## config.mk

```make
export PLATFORM = sky130hd
export DESIGN_NAME = onehot_to_bin_tracker
export DESIGN_NICKNAME = d
export VERILOG_FILES = /design/src/rtl/onehot_to_bin_tracker_pkg.sv /design/src/rtl/onehot_to_bin_tracker_onehot_to_bin.sv /design/src/rtl/onehot_to_bin_tracker.sv
export SDC_FILE = /design/constraint.sdc
export NUM_CORES = 1
export LEC_CHECK = 0
export BUFFER_PORTS_ARGS = -buffer_cell sky130_fd_sc_hd__buf_2
export CAP_MARGIN = 20
export CORE_UTILIZATION = 53
export CTS_CLUSTER_SIZE = 25
export DETAILED_ROUTE_END_ITERATION = 7
export PLACE_DENSITY = 0.83
export SLEW_MARGIN = 20
export SYNTH_ARGS = -nofsm -noshare
export SYNTH_HDL_FRONTEND = slang
export SYNTH_SLANG_ARGS = --single-unit
```

## constraint.sdc

```tcl
create_clock -name clk -period 3.15 [get_ports clk]
set_clock_uncertainty 0.2 [all_clocks]
set_input_delay 0.315 -clock clk [delete_from_list [all_inputs] [get_ports clk]]
set_output_delay 0.315 -clock clk [all_outputs]
set_load 0.05 [all_outputs]
```

## src/rtl/onehot_to_bin_tracker_pkg.sv

```systemverilog
// Shared interconnect definitions: default widths, the tracker entry layout
// and the binary-to-one-hot constants used alongside it.
package onehot_to_bin_tracker_pkg;

    localparam int DEF_ONEHOT_WIDTH = 4;
    localparam int DEF_BIN_WIDTH    = $clog2(DEF_ONEHOT_WIDTH);
    localparam int DEF_DEPTH        = 4;

    // Binary-to-one-hot constants for the default select width.
    localparam logic [DEF_ONEHOT_WIDTH-1:0] ONEHOT_SEL0 = 4'b0001;
    localparam logic [DEF_ONEHOT_WIDTH-1:0] ONEHOT_SEL1 = 4'b0010;
    localparam logic [DEF_ONEHOT_WIDTH-1:0] ONEHOT_SEL2 = 4'b0100;
    localparam logic [DEF_ONEHOT_WIDTH-1:0] ONEHOT_SEL3 = 4'b1000;

    typedef struct packed {
        logic [DEF_BIN_WIDTH-1:0] bin;
        logic                     err;
    } entry_t;

    function automatic logic [DEF_ONEHOT_WIDTH-1:0] bin_to_onehot(
        input logic [DEF_BIN_WIDTH-1:0] bin
    );
        logic [DEF_ONEHOT_WIDTH-1:0] oh;
        oh = '0;
        oh[bin] = 1'b1;
        return oh;
    endfunction

endpackage

```

## src/rtl/onehot_to_bin_tracker_onehot_to_bin.sv

```systemverilog
// Combinational one-hot encoder: index of the lowest set bit, plus a flag
// when the input is not exactly one-hot (all-zero encodes 0 with err set).
module onehot_to_bin
    import onehot_to_bin_tracker_pkg::*;
#(
    parameter int ONEHOT_WIDTH = DEF_ONEHOT_WIDTH,
    parameter int BIN_WIDTH    = $clog2(ONEHOT_WIDTH)
) (
    input  logic [ONEHOT_WIDTH-1:0] onehot,
    output logic [BIN_WIDTH-1:0]    bin,
    output logic                    err
);

    logic any_set;
    logic multi_set;

    // Scan from the top so the lowest set bit is the last one written.
    always_comb begin
        bin = '0;
        for (int i = ONEHOT_WIDTH - 1; i >= 0; i--) begin
            if (onehot[i]) begin
                bin = BIN_WIDTH'(i);
            end
        end
    end

    assign any_set   = |onehot;
    assign multi_set = |(onehot & (onehot - ONEHOT_WIDTH'(1)));
    assign err       = !any_set || multi_set;

endmodule

```

## src/rtl/onehot_to_bin_tracker.sv

```systemverilog
// Small FIFO of encoded one-hot requests; each entry holds {bin, err} and is
// returned in push order with one cycle of latency (no bypass).
module onehot_to_bin_tracker
    import onehot_to_bin_tracker_pkg::*;
#(
    parameter int ONEHOT_WIDTH = DEF_ONEHOT_WIDTH,
    parameter int BIN_WIDTH    = $clog2(ONEHOT_WIDTH),
    parameter int DEPTH        = DEF_DEPTH
) (
    input  logic                       clk,
    input  logic                       rst_n,
    input  logic                       req_valid_i,
    output logic                       req_ready_o,
    input  logic [ONEHOT_WIDTH-1:0]    req_onehot_i,
    output logic                       resp_valid_o,
    input  logic                       resp_ready_i,
    output logic [BIN_WIDTH-1:0]       resp_bin_o,
    output logic                       resp_err_o,
    output logic [$clog2(DEPTH):0]     count_o
);

    localparam int PTR_W = $clog2(DEPTH);
    localparam int CNT_W = PTR_W + 1;

    // Handshakes: a transfer happens on a rising edge where valid and ready
    // are both 1; ready depends only on registered count, never on the peer.
    logic [BIN_WIDTH-1:0] enc_bin;
    logic                 enc_err;
    logic [BIN_WIDTH:0]   mem [DEPTH];
    logic [PTR_W-1:0]     wr_ptr;
    logic [PTR_W-1:0]     rd_ptr;
    logic [CNT_W-1:0]     count;
    logic                 push;
    logic                 pop;

    onehot_to_bin #(
        .ONEHOT_WIDTH (ONEHOT_WIDTH),
        .BIN_WIDTH    (BIN_WIDTH)
    ) u_enc (
        .onehot (req_onehot_i),
        .bin    (enc_bin),
        .err    (enc_err)
    );

    assign req_ready_o  = (count != CNT_W'(DEPTH));
    assign resp_valid_o = (count != '0);
    assign push         = req_valid_i && req_ready_o;
    assign pop          = resp_valid_o && resp_ready_i;

    // Storage is unreset; outputs are masked while empty instead.
    always_ff @(posedge clk) begin
        if (push) begin
            mem[wr_ptr] <= {enc_bin, enc_err};
        end
    end

    always_ff @(posedge clk or negedge rst_n) begin
        if (!rst_n) begin
            wr_ptr <= '0;
            rd_ptr <= '0;
            count  <= '0;
        end else begin
            if (push) begin
                wr_ptr <= wr_ptr + PTR_W'(1);
            end
            if (pop) begin
                rd_ptr <= rd_ptr + PTR_W'(1);
            end
            case ({push, pop})
                2'b10:   count <= count + CNT_W'(1);
                2'b01:   count <= count - CNT_W'(1);
                default: count <= count;
            endcase
        end
    end

    assign resp_bin_o = resp_valid_o ? mem[rd_ptr][BIN_WIDTH:1] : '0;
    assign resp_err_o = resp_valid_o ? mem[rd_ptr][0] : 1'b0;
    assign count_o    = count;

endmodule

```

==> results by group <==
Floorplan
  • Horizontal extent of the die: 44.1 um
  • Area of the die: approximately 1900 um^2
  • Die outline height: 44.1 um
  • Core Box Area: 1580 um^2
  • I/O pin count: 16
  • Initial standard-cell utilization of the core: around three fifths
  • Core Rows: 14

Final layout
  • Net count of the finished layout: 100
  • Synthesis-to-layout area growth: 13.2%
  • Total area of sequential cells: approximately 540 um^2
  • Share of final-layout standard cells stronger than drive strength 1: between 30% and 40%
  • Final cell utilization of the core: 67.5%
  • Final non-filler cell total: 101
  • Fillcell total: 125
  • Area of all placed cells without fillers: 1060 um^2
  • Combined area of the multi-input logic cells: 369 um^2
  • ANT cells: 0

Min path
  • Worst hold path type: in2reg

Power and ir drop
  • Switching pwr: 0.503 mW
  • Power density over the cells: 1050 nW/um^2
  • Peak supply drop: 0.537 mV
  • Switching Share: between 40% and 50%
  • Lkg Pwr: 0.460 nW
  • Overall Power: 1.11 mW
  • Power share of the clock group: between 10% and 20%
  • Sequential Power Share: 37.4%
  • Proportion of power drawn by combinational gates: between 50% and 60%
  • Int Power: about 0.6 mW

CTS
  • Clock root buffer: clkbuf_4
  • Clock tree from TritonCTS: done
  • CTS H-tree lvls: 1
  • Clock slew at reported path FFs: 0.10 ns
  • Clk sinks: 19
  • Clk Latency, worst-skew pair: roughly 0.3 ns
  • Cts repair resizes: 0
  • Setup Buffers After CTS: 0
  • Clock buffers created by TritonCTS: 3
  • Buffers from clock root to sink, at most: 2

Critical path
  • Critical path start-end classification: reg2reg
  • Data arrival time of the critical path: 2.44 ns
  • Max FO, Critical Path: 6
  • Crit path capture type: flop
  • Startpoint type of the worst setup path: flop
  • Required time reported for the critical path endpoint: 3.18 ns

GRT
  • Remaining global-route overflow: 0
  • Global routing usage summed across all routing layers: 17.7%
  • Maximum number of pins on one net before global-route repair: 12
  • Via count of the first global-routing pass: 567
  • Global-route wire length before repair: 2.37 mm
  • Number of antenna violations at the first check in global routing: 0

STA
  • Tightest Pin Transition: 0.412 ns
  • Worst hold margin: 0.0765 ns
  • Share of the clock period used by the worst path: 76.5%
  • Final-layout setup total negative slack: 0 ns
  • Count of pins over their slew limit: 0
  • Final count of hold timing violations: 0
  • Highest clock rate: slightly above 400 MHz
  • RSZ-0062 raised after global routing: false
  • Rel. slew slack: 72.3%
  • Min Clock Period, post-route: 2.41 ns
  • Post-route setup slack: about 0.74 ns
  • Number of setup violations in the final report: 0

Detailed routing
  • Number of search-and-repair iterations in the first detailed-routing pass: 5
  • Routed wire length: 1.34 mm
  • DR WL/cell: 13.3 um
  • Remaining routing DRC violations: 0
  • Detailed-route via count: 542
  • DRC marker count from the first detailed-route iteration: 15
  • Vias per std cell: 5.37
  • Remaining antenna violation count: 0

Placement
  • Placed cell areas: 1030 um^2
  • Number of placed instances, taps included: 96
  • Post-place setup slack: between 0.7 and 0.8 ns
  • HPWL Detailed: roughly 1.1 mm
  • Number of buffers added on ports: 15
  • Final weighted congestion in routability-driven placement: 0.711

Synthesis
  • Distinct cell type count after synthesis: 23
  • Sequential share of the synthesized area: a little under three fifths
  • Number of register bits inferred by synthesis: 19
  • Total nets after synthesis: 81
  • Area of the mapped netlist: 940 um^2
  • Total number of yosys warnings: 0
  • Average instance area after synthesis: around 14 um^2
  • Gate count after technology mapping: 67

Outcome
  • Status: finished, final reports clean

Job
  • Count of maximum capacitance violations: 0
power groups by stage:
| stage | Clock, mW | Combinational (mW) | Sequential (mW) |
|---|---|---|---|
| finish | 0.119 | 0.578 | 0.416 |
| global route | 0.130 | 0.632 | 0.428 |
| CTS | 0.122 | 0.585 | 0.420 |
| detailed placement | 0 | 0.581 | 0.426 |
| global placement | 0 | 0.572 | 0.420 |
| floorplan | 0 | 0.423 | 0.466 |
cell usage in the layout (no fill, tap or decap), types with 3 or more instances in the layout:
| cell type | netlist | layout |
|---|---|---|
| buf_2 | 1 | 15 |
| edfxtp_1 | 12 | 12 |
| inv_1 | 7 | 7 |
| dfrtp_1 | 7 | 7 |
| ha_1 | 5 | 5 |
| and2_1 | 4 | 4 |
| and3_2 | 4 | 4 |
| xnor2_1 | 4 | 4 |
| mux4_2 | 3 | 3 |
| nor2_1 | 3 | 3 |
| nor3_1 | 3 | 3 |
| xor2_1 | 3 | 3 |
| clkbuf_4 | 0 | 3 |
sequential cells by signal, summed over array words and instances (netlist names):
| name | cells |
|---|---|
| count_o | 3 |
| mem | 12 |
| rd_ptr | 2 |
| wr_ptr | 2 |
path summary, 6_finish.rpt:
check	startpoint	end	slack, ns	depth (start not counted)
min in group asynchronous	rst_n	rd_ptr[1]$_DFFE_PN0P_	0.16	2
worst max register to register	count_o[0]$_DFFE_PN0P_	count_o[2]$_DFFE_PN0P_	0.74	9
max in group asynchronous	rst_n	count_o[0]$_DFFE_PN0P_	2.43	2
worst max-delay path	count_o[0]$_DFFE_PN0P_	count_o[2]$_DFFE_PN0P_	0.74	9
worst min register to register	count_o[2]$_DFFE_PN0P_	count_o[2]$_DFFE_PN0P_	0.32	1
worst min-delay path	resp_ready_i	rd_ptr[1]$_DFFE_PN0P_	0.08	3
cell families after synthesis:
kind of cell / after synthesis / synth area share, %
adders and majority gates: 6 / 8.79
xor gates and xnor gates: 7 / 6.52
DFF: 19 / 57.0
and+or+nand+nor: 20 / 13.6
AOI/OAI and AO/OA: 1 / 0.532
buffers and inverters: 9 / 3.73
muxes: 5 / 9.85
worst max-delay path, stage by stage (launching register included):
cell,delay [ns]
dfrtp_1,0.44
or3b_4,0.44
and2_4,0.19
inv_1,0.06
ha_1,0.17
inv_1,0.06
fa_1,0.37
xor2_1,0.15
nor2_1,0.11
xor2_1,0.16
synthesized netlist by cell type:
| master | count | area (um^2) |
|---|---|---|
| xnor2_1 | 4 | 35.0 |
| fa_1 | 1 | 20.0 |
| and2_4 | 1 | 8.76 |
| clkbuf_1 | 1 | 3.75 |
| nor4_1 | 1 | 6.26 |
| and2_1 | 4 | 25.0 |
| a21oi_1 | 1 | 5.00 |
| mux2_4 | 1 | 15.0 |
| mux2i_1 | 1 | 10.0 |
| xor2_1 | 3 | 26.3 |
| and3_2 | 4 | 30.0 |
| mux4_2 | 3 | 67.6 |
| nor2_1 | 3 | 11.3 |
| or3b_4 | 1 | 11.3 |
| dfrtp_1 | 7 | 175 |
| nand3_1 | 1 | 5.00 |
| buf_2 | 1 | 5.00 |
| nor4b_1 | 1 | 8.76 |
| nor3_1 | 3 | 15.0 |
| or3_1 | 1 | 6.26 |
| inv_1 | 7 | 26.3 |
| edfxtp_1 | 12 | 360 |
| ha_1 | 5 | 62.6 |
cell type report:
cell class | count | area share, %
inverters | 7 | 2.47
well taps | 16 | 1.88
multi-input cells | 39 | 34.7
flip-flops and latches | 19 | 50.4
clock buffers | 3 | 2.12
clock inverters | 1 | 0.471
repair buffers | 16 | 8.00
per-layer routing:
| layer | global-route usage (%) | wire [um] | vias to the layer above |
|---|---|---|---|
| met5 | 0 | 0 | - |
| met4 | 9.09 | 23 | 0 |
| met3 | 4.90 | 24 | 3 |
| met2 | 29.4 | 696 | 9 |
| met1 | 21.0 | 598 | 259 |
| li1 | - | - | 271 |
timing repair:
| item | 4_1_cts | 5_1_grt |
|---|---|---|
| hold endpoints to repair | 7 | 0 |
| hold buffers | 1 | 0 |
| endpoints found under the setup margin | 0 | 0 |
Note: power is estimated with default switching activity, not from simulation.
